===== src/rtl/bus_master_if.sv =====
// Requester-side shared-bus endpoint: requests ownership, issues one strobed
// word access, waits for the slave (with timeout), then hands the result back.
module bus_master_if #(
  parameter int TIMEOUT_CYCLES = 255,
  parameter int TO_W           = 8
) (
  input  logic        clk,
  input  logic        reset,
  input  logic        core_req,
  input  logic [29:0] core_addr,
  input  logic        core_rw,
  input  logic [31:0] core_wr_data,
  output logic [31:0] core_rd_data,
  output logic        core_busy,
  output logic        core_done,
  output logic        core_err,
  output logic        bus_req_,
  input  logic        bus_grnt_,
  output logic [29:0] bus_addr,
  output logic        bus_as_,
  output logic        bus_rw,
  output logic [31:0] bus_wr_data,
  input  logic [31:0] bus_rd_data,
  input  logic        bus_rdy_
);

  typedef enum logic [1:0] {IDLE, REQ, ACCESS, WAIT} state_t;

  localparam logic [TO_W-1:0] LIMIT = TO_W'(TIMEOUT_CYCLES - 1);

  state_t          state;
  logic [TO_W-1:0] cnt;
  logic [TO_W-1:0] cnt_inc;

  assign cnt_inc   = cnt + TO_W'(1);
  assign core_busy = (state != IDLE);

  always_ff @(posedge clk or posedge reset) begin
    if (reset) begin
      state        <= IDLE;
      bus_req_     <= 1'b1;
      bus_as_      <= 1'b1;
      bus_rw       <= 1'b1;
      bus_addr     <= '0;
      bus_wr_data  <= '0;
      core_rd_data <= '0;
      core_done    <= 1'b0;
      core_err     <= 1'b0;
      cnt          <= '0;
    end else begin
      core_done <= 1'b0;
      core_err  <= 1'b0;
      case (state)
        IDLE: begin
          bus_as_ <= 1'b1;
          if (core_req) begin
            bus_addr    <= core_addr;
            bus_rw      <= core_rw;
            bus_wr_data <= core_wr_data;
            bus_req_    <= 1'b0;
            state       <= REQ;
          end else begin
            bus_req_ <= 1'b1;
          end
        end
        REQ: begin
          // A grant parked on us while IDLE never reaches here; only REQ counts.
          bus_req_ <= 1'b0;
          if (!bus_grnt_) begin
            bus_as_ <= 1'b0;
            state   <= ACCESS;
          end
        end
        ACCESS: begin
          bus_as_ <= 1'b1;
          cnt     <= '0;
          if (!bus_rdy_) begin
            if (bus_rw) core_rd_data <= bus_rd_data;
            core_done <= 1'b1;
            bus_req_  <= 1'b1;
            state     <= IDLE;
          end else begin
            state <= WAIT;
          end
        end
        WAIT: begin
          bus_as_ <= 1'b1;
          cnt     <= cnt_inc;
          // Ready is tested first so a late ready beats a same-cycle timeout.
          if (!bus_rdy_) begin
            if (bus_rw) core_rd_data <= bus_rd_data;
            core_done <= 1'b1;
            bus_req_  <= 1'b1;
            state     <= IDLE;
          end else if (cnt_inc >= LIMIT) begin
            core_err <= 1'b1;
            bus_req_ <= 1'b1;
            state    <= IDLE;
          end
        end
        default: state <= IDLE;
      endcase
    end
  end

endmodule


===== config.mk =====
export PLATFORM = sky130hd
export DESIGN_NAME = bus_master_if
export DESIGN_NICKNAME = d
export VERILOG_FILES = /design/src/rtl/bus_master_if.sv
export SDC_FILE = /design/constraint.sdc
export NUM_CORES = 1
export LEC_CHECK = 0
export ABC_AREA = 1
export CAP_MARGIN = 25
export CORE_ASPECT_RATIO = 0.5
export CORE_UTILIZATION = 46
export CTS_CLUSTER_SIZE = 12
export DETAILED_ROUTE_END_ITERATION = 10
export GPL_TIMING_DRIVEN = 0
export PLACE_DENSITY = 0.87
export REMOVE_ABC_BUFFERS = 1
export SETUP_SLACK_MARGIN = 0.5
export SYNTH_ARGS = -nofsm -noshare
export SYNTH_HDL_FRONTEND = slang
export SYNTH_SLANG_ARGS = --single-unit

===== constraint.sdc =====
create_clock -name clk -period 6.9 [get_ports clk]
set_input_delay 0.69 -clock clk [delete_from_list [all_inputs] [get_ports clk]]
set_output_delay 0.69 -clock clk [all_outputs]
set_load 0.02 [all_outputs]

==> results of run 1 <==
## metrics by stage
step / hold slack (ns) / setup WS [ns] / util / power [mW]
6_report: 0.4718 / 4.448 / 0.7318 / 3.387
5_1_grt: 0.4886 / 4.388 / 0.7318 / 3.547
4_1_cts: 0.4741 / 4.432 / 0.7318 / 3.419
3_5_place_dp: 0.4598 / 4.600 / 0.6996 / 2.867
3_3_place_gp: 0.4554 / 1.760 / 0.6936 / 2.821
2_1_floorplan: 0.4905 / 3.341 / - / 2.078
## registers in the layout (all words and copies together) (netlist names)
| name | count |
|---|---|
| core_done | 1 |
| bus_wr_data | 32 |
| core_err | 1 |
| bus_addr | 30 |
| cnt | 8 |
| state | 2 |
| bus_req_ | 1 |
| bus_as_ | 1 |
| core_rd_data | 32 |
| bus_rw | 1 |
## how the worst max path moves through the flow
stage / start / to / cells past startpoint / slack [ns]
5_1_grt: state[1] / core_busy / 3 / 4.39
3_3_place_gp: reset / core_rd_data[12] / 2 / 1.76
6_report: state[1] / core_busy / 3 / 4.45
4_1_cts: state[1] / core_busy / 3 / 4.43
3_5_place_dp: core_req / bus_addr[28] / 4 / 4.60
2_1_floorplan: reset / bus_addr[0] / 1 / 3.34
## cells in the mapped netlist
master    instances
nand2_1          31
inv_2             2
xor2_1            1
nor2_8            1
nor2_1           10
mux2_4           60
nor2_4            2
o22ai_1           5
o21bai_1          1
mux2_2           34
o21ai_2           1
mux2_1            1
nand3_1           6
a21oi_1           1
or2_1             1
nand2_2           2
nand2_4           2
dfstp_2           3
buf_8             1
nor3_1            2
ha_1              2
buf_6            10
dfrtp_1         106
o21ai_0           4
inv_1            16
## cells in the final DEF (no fill, tap or decap), types with 3 or more instances in the layout
| cell | n |
|---|---|
| clkbuf_16 | 9 |
| o21ai_0 | 4 |
| dfrtp_1 | 106 |
| mux2_4 | 60 |
| nand2_1 | 31 |
| dfstp_2 | 3 |
| nand3_1 | 6 |
| nor2_1 | 10 |
| mux2_2 | 34 |
| inv_1 | 15 |
| o22ai_1 | 5 |
| clkdlybuf4s50_1 | 199 |
## logic make-up (layout without fill, tap and decap cells)
| kind of cell | after synthesis | after routing |
|---|---|---|
| xor gates and xnor gates | 1 | 1 |
| adders and majority gates | 2 | 2 |
| buffers and inverters | 29 | 235 |
| muxes | 95 | 95 |
| AOI/OAI and AO/OA | 12 | 12 |
| and+or+nand+nor | 57 | 57 |
| DFF | 109 | 109 |
## critical path, cell delays in order (launching register included)
cell and delay, ns:
dfrtp_1 0.68, nor2_8 0.06, inv_2 0.07, clkdlybuf4s50_1 0.61
## layer usage
layer,part of all wire,wire [µm]
met3,0.041,452
met5,0,0
met2,0.54,5868
met1,0.39,4289
met4,0.027,295
## layout make-up
| cell class | instances | area [µm²] | area share |
|---|---|---|---|
| Multi-Input combinational cell | 167 | 1679 | 0.2397 |
| Timing Repair Buffer | 201 | 2047 | 0.2922 |
| Clock buffer | 10 | 239.0 | 0.03412 |
| Inverter | 18 | 70.07 | 0.01000 |
| Tap cell | 135 | 168.9 | 0.02412 |
| Clock inverter | 6 | 68.82 | 0.009825 |
| Sequential cell | 109 | 2731 | 0.3900 |
## where the power goes
part / internal (mW) / switching (mW)
Sequential: 0.949 / 0.188
Combinational: 0.964 / 0.755
Clock: 0.294 / 0.237
==> results_dict.tcl, run 1 <==
set metrics [dict create \
    postCtsSetupRepairBufs 0 \
    post-place-cells 630 \
    flip_flop_and_latch_count_after_synthesis 109 \
    top_usage_layer "met2" \
    compound_gate_fraction_of_synth_area 0.01576 \
    antenna-diode-count 0 \
    die-area_um2 10440 \
    crit-reg2reg-capture "bus_addr[28]" \
    placement.cell_area_um2 6696 \
    regToRegSetupSlack_ns 5.04 \
    drt.antenna.violating_nets 0 \
    hold_class "flop to flop" \
    final_critical_path_share_of_the_clock_period 0.3554 \
    grt_start_max_net_pins 62 \
    floorplan.die.width_um 143.5 \
    critPathLaunchType "flop" \
    hold_path_origin "bus_req_" \
    fin_tns_setup_ns 0 \
    yosys.area_share.simple 0.06031 \
    ios 200 \
    dr_total_vias 3044 \
    critical_path_class "flop to output pin" \
    layout-drive-gt1-share 0.2466 \
    max-slew-margin-rel 0.5779 \
    cts_hold_repair.buffers 0 \
    grt_antenna_before_repair 0 \
    cap_viol_max_count 0 \
    setup_viol 0 \
    timing.fmax_mhz 407.8 \
    ff2ff_path_depth 4 \
    placer_s_final_routability_congestion_estimate 0.7049 \
    drt_first_iter_violations 181 \
    total_number_of_clock_tree_sinks 109 \
    leakage_nw 3.159 \
    synth_top_family_by_area "multiplexers" \
    floorplan.initialDensity 0.4812 \
    fp.coreArea_um2 9572 \
    fin_nets 608 \
    power.ir.vdd_worst_mv 0.2392 \
    grt_pass1_vias 3164 \
    io_buffer_count 199 \
    worst-slew-pin-transition_ns 0.6332 \
    remaining_drc_errors 0 \
    cts_buffers 9 \
    synth_area_um2 4606 \
    cp-end-kind "output pin" \
    clk_pin_slew_worst_paths_ns 0.07 \
    wire_length_of_the_first_global_routing_pass_mm 16.85 \
    cts_tree "yes" \
    min_clock_period_post_route_ns 2.452 \
    run_status "completed" \
    synth_fa_ha_area_frac 0.005433 \
    dp_hpwl_mm 7.834 \
    number_of_max_slew_violations_in_the_final_report 0 \
    yosysTopAreaCellShare 0.5759 \
    p_per_area_nw_per_um2 483.6 \
    hold-path-endpoint "bus_req_" \
    average_wire_length_per_cell_after_detail_routing_um 16.88 \
    grt_setup_unrepaired "false" \
    std_cell_rows 25 \
    ctsRootBufferMaster "clkbuf_16" \
    globalRouteMet2Util 0.3857 \
    ys_top_cells_by_area "dfrtp_1, mux2_4, mux2_2, nand2_1, buf_6" \
    layout.cell_area.non_filler_um2 7004 \
    netlist_instances 305 \
    drt-pass1-iter-count 4 \
    ctsLongestPathBuffers 2 \
    synthDistinctLibCells 25 \
    final_skew_ns 0.005755 \
    die_height_um 72.76 \
    final.fill_count 606 \
    max_fanout_on_critical_path 11 \
    post_synth.cell_area_avg_um2 15.10 \
    grt.total_usage 0.2184 \
    clk_latency_ns 0.35 \
    layout.cells.non_filler 646 \
    timing.hold.worst_path_depth 2 \
    ctsResizeCount 0 \
    h_tree_depth 3 \
    final_count_of_hold_timing_violations 0 \
    critical_path.reg2reg.startpoint "state[1]" \
    grt.met3_usage 0.05774 \
    routed_via_density 4.712 \
    yosysTopAreaCell "dfrtp_1" \
    critPathArrivalTime_ns 1.76 \
    cp.required_ns 6.21 \
    area_growth_syn_to_layout_pct 52.08 \
    yosys_warnings 0 \
    met1_usage 0.2579 \
    synth.yosys.seq_area_share 0.5930 \
    postRouteWirelength_mm 10.91 \
    post_synth_xor_area_fraction 0.001902 \
    grt-ovfl-total 0 \
    synthMuxAreaShare 0.2812 \
]
Note: power is estimated with default switching activity, not from simulation.
==> run 2, diff against run 1 <==
Settings changed: CORE_UTILIZATION 46 to 38, PLACE_DENSITY 0.87 to 0.77.
Clock period 6.9 ns to 2.2 ns, I/O delays scaled along.
==> run 2 against run 1 <==
Compared with the run above:
- sequential share of layout area decreased by 0.44 points
- power increased to 3.2 times the previous value
- non-clock buffer count increased by 3
- largest cell class unchanged
- die area increased by 21%
==> results_dict.tcl, run 2 (same netlist as run 1, synthesis figures left out) <==
set metrics [dict create \
    run_status "completed" \
    fin_total_pwr_mw 10.76 \
    final_skew_ns 0.005238 \
    layout-drive-gt1-share 0.2554 \
    die_height_um 79.85 \
    max_fanout_on_critical_path 6 \
    fin_nets 611 \
    fp.coreArea_um2 11380 \
    cap_viol_max_count 0 \
    critPathArrivalTime_ns 1.86 \
    dp_hpwl_mm 7.957 \
    drt-pass1-iter-count 4 \
    floorplan.die.width_um 157.7 \
    cpPeakStageDelay_ns 0.44 \
    dr_total_vias 3108 \
    grt.total_usage 0.1834 \
    crit_family "simple AND/OR/NAND/NOR gates" \
    placer_s_final_routability_congestion_estimate 0.7926 \
    place_ws_ns 0.3416 \
    area_growth_syn_to_layout_pct 54.01 \
    ctsRootBufferMaster "clkbuf_16" \
    wire_length_of_the_first_global_routing_pass_mm 17.31 \
    biggestRegsByFlops "bus_wr_data (32), core_rd_data (32), bus_addr (30)" \
    cts_buffers 9 \
    number_of_max_slew_violations_in_the_final_report 0 \
    critical_path_class "flop to flop" \
    fin_hold_ws_ns 0.3373 \
    clk_latency_ns 0.34 \
    layout.cell_area.non_filler_um2 7093 \
    cts_hold_repair.buffers 0 \
    postLayoutSetupSlackWorst_ns 0.5753 \
    floorplan.initialDensity 0.4045 \
    cp.required_ns 2.43 \
    grt_pass1_vias 3292 \
    layout.cells.most_common "clkdlybuf4s50_1" \
    drt.antenna.violating_nets 0 \
    final_critical_path_share_of_the_clock_period 0.7385 \
    postRouteWirelength_mm 10.94 \
    worst-slew-pin-transition_ns 0.6476 \
    min_clock_period_post_route_ns 1.625 \
    crit_top_cell "nand2_1" \
    p_per_area_nw_per_um2 1517 \
    max-slew-margin-rel 0.5683 \
    final.fill_count 885 \
    drt_first_iter_violations 147 \
    leakage_nw 3.176 \
    io_buffer_count 199 \
    ctsLongestPathBuffers 2 \
    antenna-diode-count 0 \
    slowest_stage "dfrtp_2" \
    grt_start_max_net_pins 61 \
    h_tree_depth 3 \
    clk_pin_slew_worst_paths_ns 0.07 \
    setup_viol 0 \
    total_number_of_clock_tree_sinks 109 \
    remaining_drc_errors 0 \
    die-area_um2 12590 \
    grt_setup_unrepaired "true" \
    critical_path_buf_inv_count 0 \
    average_wire_length_per_cell_after_detail_routing_um 16.28 \
    ios 200 \
    cp-end-kind "flop" \
    mostFrequentLayoutCells "clkdlybuf4s50_1, dfrtp_1, mux2_4, mux2_2, nand2_1" \
    placement.cell_area_um2 6726 \
    grt_antenna_before_repair 0 \
    final_count_of_hold_timing_violations 0 \
    std_cell_rows 27 \
    hold_class "primary input to async pin" \
    cts_tree "yes" \
    critPathLaunchType "flop" \
    timing.fmax_mhz 615.5 \
    routed_via_density 4.625 \
    grt-ovfl-total 0 \
    power.ir.vdd_worst_mv 0.7206 \
    cp_cell_sequence "ha_1 -> nand2_1 -> nand2_1 -> nor2_1 -> nand2_1 -> nor2_1 -> nand2_1 -> nand2_2 -> nand2_1 -> nand2_1 -> nand2_1" \
]
[run 2: cell count changes in the layout (fill, tap and decap cells not counted), moves of 2 or more]
cell             change
buf_4                +3
clkdlybuf4s50_1      -4
dfrtp_1              -3
dfrtp_2              +3
dlygate4sd2_1        +4
inv_6                -2
nand2_4              -2
nand2_8              +2
[run 2: layout make-up]
class / count / area [µm²] / share of cell area
Sequential cell: 109 / 2735 / 0.3856
Timing Repair Buffer: 204 / 2064 / 0.2911
Multi-Input combinational cell: 167 / 1699 / 0.2395
Clock buffer: 12 / 256.5 / 0.03616
Tap cell: 159 / 198.9 / 0.02805
Inverter: 18 / 70.07 / 0.009878
Clock inverter: 3 / 68.82 / 0.009702
[run 2: final timing paths]
kind,from,end,slack [ns],depth (start not counted)
min in group clk,bus_grnt_,bus_as_,0.43,3
hold / removal,reset,bus_addr[27],0.34,2
hold reg to reg,bus_req_,bus_req_,0.46,2
setup reg to reg,cnt[0],state[0],0.58,11
max in group asynchronous,reset,bus_as_,1.11,3
setup / recovery,cnt[0],state[0],0.58,11
[run 2: timing repair]
action | 4_1_cts | 5_1_grt
gates resized for setup | 6 | 4
hold endpoints to repair | 0 | 0
endpoints found under the setup margin | 81 | 73
setup buffers | 2 | 1
[run 2: through the flow]
step | utilization | setup TNS (ns) | cells
2_1_floorplan | - | -94.62 | 294
3_3_place_gp | 0.5858 | -276.39 | 652
3_5_place_dp | 0.5908 | 0 | 654
4_1_cts | 0.6205 | 0 | 671
5_1_grt | 0.6230 | 0 | 672
6_report | 0.6230 | 0 | 672
[run 2: report_power, final]
group	internal (mW)	switching, mW
registers	2.98	0.557
clock network	1.06	0.722
logic	3.03	2.41
[run 2: metal layers]
layer / share of wire / GRT usage
met5: 0 / 0
met4: 0.039 / 0.09320
met3: 0.027 / 0.03746
met2: 0.53 / 0.3163
met1: 0.40 / 0.2191
